===== config.mk =====
export PLATFORM = sky130hd
export DESIGN_NAME = result_uart_tx
export DESIGN_NICKNAME = d
export VERILOG_FILES = /design/src/rtl/result_uart_tx.sv
export SDC_FILE = /design/constraint.sdc
export NUM_CORES = 1
export LEC_CHECK = 0
export BUFFER_PORTS_ARGS = -buffer_cell sky130_fd_sc_hd__buf_2
export CAP_MARGIN = 10
export CORE_ASPECT_RATIO = 0.7
export CORE_UTILIZATION = 55
export CTS_CLUSTER_SIZE = 14
export DETAILED_ROUTE_END_ITERATION = 6
export MAX_ROUTING_LAYER = met4
export PLACE_DENSITY = 0.73
export SYNTH_ARGS = -nofsm -noshare
export SYNTH_HDL_FRONTEND = slang
export SYNTH_SLANG_ARGS = --single-unit

===== constraint.sdc =====
create_clock -name clk -period 5.8 [get_ports clk]
set_input_delay 0.58 -clock clk [delete_from_list [all_inputs] [get_ports clk]]
set_output_delay 0.58 -clock clk [all_outputs]
set_load 0.03 [all_outputs]

===== src/rtl/result_uart_tx.sv =====
// rtl/result_uart_tx.sv - FIFO-buffered 8-bit UART transmitter for result bytes; optional even parity via RESULT_UART_TX_PARITY_EN
module result_uart_tx #(
  parameter int CLKS_PER_BIT = 8,
  parameter int FIFO_DEPTH   = 4
) (
  input  logic       clk,
  input  logic       rst,
  input  logic [7:0] in_data,
  input  logic       in_valid,
  output logic       in_ready,
  output logic       tx,
  output logic       busy,
  output logic [3:0] fifo_count
);

  localparam int         PTR_W     = (FIFO_DEPTH > 1) ? $clog2(FIFO_DEPTH) : 1;
  localparam logic [3:0] DEPTH_C   = 4'(FIFO_DEPTH);
  localparam logic [7:0] BAUD_LAST = 8'(CLKS_PER_BIT - 1);

`ifdef RESULT_UART_TX_PARITY_EN
  typedef enum logic [2:0] {
    IDLE   = 3'd0,
    START  = 3'd1,
    DATA   = 3'd2,
    PARITY = 3'd3,
    STOP   = 3'd4
  } state_t;
`else
  typedef enum logic [2:0] {
    IDLE   = 3'd0,
    START  = 3'd1,
    DATA   = 3'd2,
    STOP   = 3'd4
  } state_t;
`endif

  state_t             state;
  state_t             state_nxt;
  logic [7:0]         baud_cnt;
  logic [2:0]         bit_idx;
  logic [7:0]         shift_reg;
  logic               tx_nxt;
  logic               pop;
  logic               push;
  logic               fifo_nonempty;
  logic               bit_done;
  logic [7:0]         mem [FIFO_DEPTH];
  logic [PTR_W-1:0]   wr_ptr;
  logic [PTR_W-1:0]   rd_ptr;
`ifdef RESULT_UART_TX_PARITY_EN
  logic               parity_bit;
`endif

  // Readiness and busy derive only from registered state, so in_ready never depends on in_valid
  assign in_ready = (fifo_count != DEPTH_C);
  assign busy     = (state != IDLE) || (fifo_count != 4'd0);

  // Next-state, next tx level and pop decision; tx_nxt is the level of the bit that starts on the next edge
  always_comb begin
    push          = in_valid && in_ready;
    fifo_nonempty = (fifo_count != 4'd0);
    bit_done      = (baud_cnt == BAUD_LAST);
    state_nxt     = state;
    tx_nxt        = tx;
    pop           = 1'b0;
    case (state)
      IDLE: begin
        if (fifo_nonempty) begin
          pop       = 1'b1;
          state_nxt = START;
          tx_nxt    = 1'b0;
        end
      end
      START: begin
        if (bit_done) begin
          state_nxt = DATA;
          tx_nxt    = shift_reg[0];
        end
      end
      DATA: begin
        if (bit_done) begin
          if (bit_idx == 3'd7) begin
`ifdef RESULT_UART_TX_PARITY_EN
            state_nxt = PARITY;
            tx_nxt    = parity_bit;
`else
            state_nxt = STOP;
            tx_nxt    = 1'b1;
`endif
          end else begin
            tx_nxt = shift_reg[1];
          end
        end
      end
`ifdef RESULT_UART_TX_PARITY_EN
      PARITY: begin
        if (bit_done) begin
          state_nxt = STOP;
          tx_nxt    = 1'b1;
        end
      end
`endif
      STOP: begin
        if (bit_done) begin
          if (fifo_nonempty) begin
            // Back-to-back frames: the next start bit follows the stop bit with no idle gap
            pop       = 1'b1;
            state_nxt = START;
            tx_nxt    = 1'b0;
          end else begin
            state_nxt = IDLE;
            tx_nxt    = 1'b1;
          end
        end
      end
      default: begin
        state_nxt = IDLE;
        tx_nxt    = 1'b1;
      end
    endcase
  end

  // State register, registered tx, baud counter and shift register; a pop reloads the bit timing
  always_ff @(posedge clk) begin
    if (rst) begin
      state     <= IDLE;
      tx        <= 1'b1;
      baud_cnt  <= 8'd0;
      bit_idx   <= 3'd0;
      shift_reg <= 8'd0;
`ifdef RESULT_UART_TX_PARITY_EN
      parity_bit <= 1'b0;
`endif
    end else begin
      state <= state_nxt;
      tx    <= tx_nxt;
      if (pop) begin
        shift_reg <= mem[rd_ptr];
        baud_cnt  <= 8'd0;
        bit_idx   <= 3'd0;
`ifdef RESULT_UART_TX_PARITY_EN
        parity_bit <= ^mem[rd_ptr];
`endif
      end else if (state != IDLE) begin
        if (bit_done) begin
          baud_cnt <= 8'd0;
          if (state == DATA) begin
            shift_reg <= shift_reg >> 1;
            bit_idx   <= bit_idx + 3'd1;
          end
        end else begin
          baud_cnt <= baud_cnt + 8'd1;
        end
      end
    end
  end

  // FIFO pointers and occupancy; simultaneous push and pop leave the count unchanged
  always_ff @(posedge clk) begin
    if (rst) begin
      wr_ptr     <= '0;
      rd_ptr     <= '0;
      fifo_count <= 4'd0;
    end else begin
      if (push) wr_ptr <= wr_ptr + PTR_W'(1);
      if (pop)  rd_ptr <= rd_ptr + PTR_W'(1);
      case ({push, pop})
        2'b10:   fifo_count <= fifo_count + 4'd1;
        2'b01:   fifo_count <= fifo_count - 4'd1;
        default: fifo_count <= fifo_count;
      endcase
    end
  end

  // FIFO storage; reset blocks the write so reset wins over a same-cycle push
  always_ff @(posedge clk) begin
    if (!rst && push) mem[wr_ptr] <= in_data;
  end

endmodule


==> metrics.md <==
| Metric | Value |
|---|---|
| DRT antenna net count | `0` |
| First-pass GRT wire length | `10100 µm` |
| Worst slew pin tran | `0.993 ns` |
| Most frequent cells in the layout | `dfxtp_1, edfxtp_1, nor2_1` |
| CP max stage cell | `or4b_4` |
| Fin crit share | `0.609` |
| Arrival time worst endpoint | `3.77 ns` |
| Initial Utilization | `0.573` |
| Vias in the first global route | `1965` |
| Longest Clk Path Bufs | `2` |
| Post-synth EDFFs | `32` |
| IO buf count | `17` |
| Initial antenna violation count | `0` |
| CTS tree | `built` |
| Drt total wl | `6050 µm` |
| Crit. End Element | `flop` |
| Final HPWL DP | `4080 µm` |
| Number of buffers created by CTS | `9` |
| Critical Path RT | `6.04 ns` |
| Initial DRC count | `230` |
| Clk root buf | `clkbuf_8` |
| Max Cap Viol | `0` |
| FP Rows | `22` |
| Antenna cells | `0` |
| Share of cells above drive strength 1 | `0.175` |
| Die Y-Extent | `64.1 µm` |
| Status | `finished, final reports clean` |
| Most used DFF post-synth | `dfxtp_1` |
| Worst slew margin | `0.337` |
| Avg WL per Cell | `17.4 µm` |
| Pleak | `1.15 nW` |
| Via Count | `2107` |
| Library cells used by synthesis | `52` |
| Post-Syn Instances | `256` |
| Clock Latency Late Sink | `0.35 ns` |
| Crit Path Category | `flop to flop` |
| Worst setup SP type | `flop` |
| Area grow syn2layout | `9.50%` |
| Core Region | `5290 µm²` |
| Synthesized Nets | `276` |
| Residual DRC | `0` |
| Final hold violations | `0` |
| Clk slew on worst S/H paths | `0.07 ns` |
| # Post-CTS Setup Buffers | `0` |
| GRT Resource Usage Total | `0.241` |
| Via/cell ratio | `6.07` |
| Slew Viols, Final | `0` |
| Yosys Warn Count | `0` |
| Cell Chain, Critical Path | `ha_1, or4b_4, o21ai_4, nand2_1, inv_1, ha_1, xor2_1, ha_1, nor3b_1, o211ai_1, o311ai_0, mux2_2` |
| Largest stage delay, worst path | `0.54 ns` |
| Die area | `5820 µm²` |
| Mapped cell area | `3030 µm²` |
| CTS Hold Buffers Added | `0` |
| Post_cts resized | `0` |
| Grt total ovfl | `0` |
| Post-synthesis average cell area | `11.8 µm²` |
| Max FFs per register | `32` |
| Setup violators final | `0` |
| Fin area | `3320 µm²` |
| Final #Nets | `290` |
| Fmax | `283 MHz` |
| Setup TNS | `0 ns` |
| Placed Area | `3150 µm²` |
| H-tree depth | `3` |
| Final Wtd Congestion | `0.859` |
| CP max FO | `10` |
| CTS sink cnt | `65` |
| Register area share after synthesis | `0.535` |
| Chip width | `90.7 µm` |
| RSZ-0062 raised after global routing | `false` |
| Commonest non-fill, non-tap cell in the layout | `dfxtp_1` |
| Fillers | `443` |
| # IOs | `18` |
| Max Clock Skew | `0.0117 ns` |
| Register bit total from synthesis | `65` |
| Hold crit path type | `primary input to flop` |
| IR Drop Worst-Case VDD | `0.291 mV` |
| First-pass detailed-route iteration total | `5` |
| Most used cell along the critical path | `ha_1` |
| Asr flop ratio synth | `0` |
| Largest net degree at the start of global routing | `33` |
| Power per cell area | `463 nW/µm²` |
| Minimum clock period | `3.53 ns` |
==> final cells by class <==
type / instances / area, µm² / area share
tap: 72 / 90.1 / 0.0271
clock inverter: 3 / 17.5 / 0.00528
sequential: 65 / 1620 / 0.489
timing repair buffer: 18 / 92.6 / 0.0279
multi-input combinational: 171 / 1330 / 0.400
clock buffer: 13 / 149 / 0.0449
inverter: 5 / 18.8 / 0.00566
==> critical path: cells and delay by family, from the launching register on <==
family / cells / cell delay (ns)
AO/OA/AOI/OAI: 3 / 0.60
XOR/XNOR: 1 / 0.10
adder cells (fa/ha/maj): 3 / 0.80
buffers and inverters: 1 / 0.19
flip-flops: 1 / 0.41
multiplexers: 1 / 0.37
AND/OR/NAND/NOR: 3 / 0.96
==> worst paths after layout <==
| check | startpoint | cells after the start | to | slack (ns) |
|---|---|---|---|---|
| max | baud_cnt[0] | 12 | fifo_count[2] | 2.27 |
| min | in_data[7] | 1 | mem[3][7] | 0.45 |
| max reg2reg | baud_cnt[0] | 12 | fifo_count[2] | 2.27 |
| min reg2reg | shift_reg[7] | 2 | shift_reg[6] | 0.49 |
==> power by group <==
group	switching, mW	internal (mW)	total (mW)
clock	0.167	0.166	0.332
combinational	0.330	0.238	0.567
sequential	0.0821	0.555	0.638
==> cells by family (layout without fill, tap and decap cells) <==
| logic type | after synthesis | in the layout | synth area share |
|---|---|---|---|
| AOI/OAI and AO/OA | 52 | 52 | 0.122 |
| xor gates and xnor gates | 11 | 11 | 0.0318 |
| adders and majority gates | 9 | 9 | 0.0372 |
| buffers and inverters | 20 | 39 | 0.0264 |
| DFF | 65 | 65 | 0.535 |
| muxes | 16 | 16 | 0.0871 |
| and+or+nand+nor | 83 | 83 | 0.160 |
==> synthesized netlist by cell type, types with 5 or more instances <==
library cell	number	share of area
dfxtp_1	33	0.22
a21oi_1	15	0.025
nor3_1	12	0.020
and2_1	5	0.010
nand2_1	9	0.011
nand2b_1	5	0.010
a32oi_1	6	0.017
xor2_1	8	0.023
edfxtp_1	32	0.32
ha_1	9	0.037
o211ai_1	8	0.020
mux2i_1	5	0.017
inv_1	5	0.0062
mux4_2	8	0.059
clkbuf_1	8	0.0099
nor2_1	20	0.025
nand4_1	7	0.014
==> layer usage <==
layer	vias up	GRT usage	routed length, µm
met4	0	0.0968	76
li1	1009	-	-
met5	-	-	0
met2	90	0.295	2450
met3	7	0.0726	419
met1	1001	0.364	3100
==> metrics by stage <==
stage                     power, mW  hold WS [ns]  instances  utilization  worst slack (ns)
after floorplan                1.07         0.461        256            -              2.72
after global placement         1.19         0.477        331        0.596              2.47
after detailed placement       1.20         0.488        331        0.596              2.34
after CTS                      1.54         0.438        347        0.628              2.30
after global routing           1.63         0.444        347        0.628              2.00
final                          1.54         0.451        347        0.628              2.27
No activity file was read; power rests on OpenSTA's default activity.
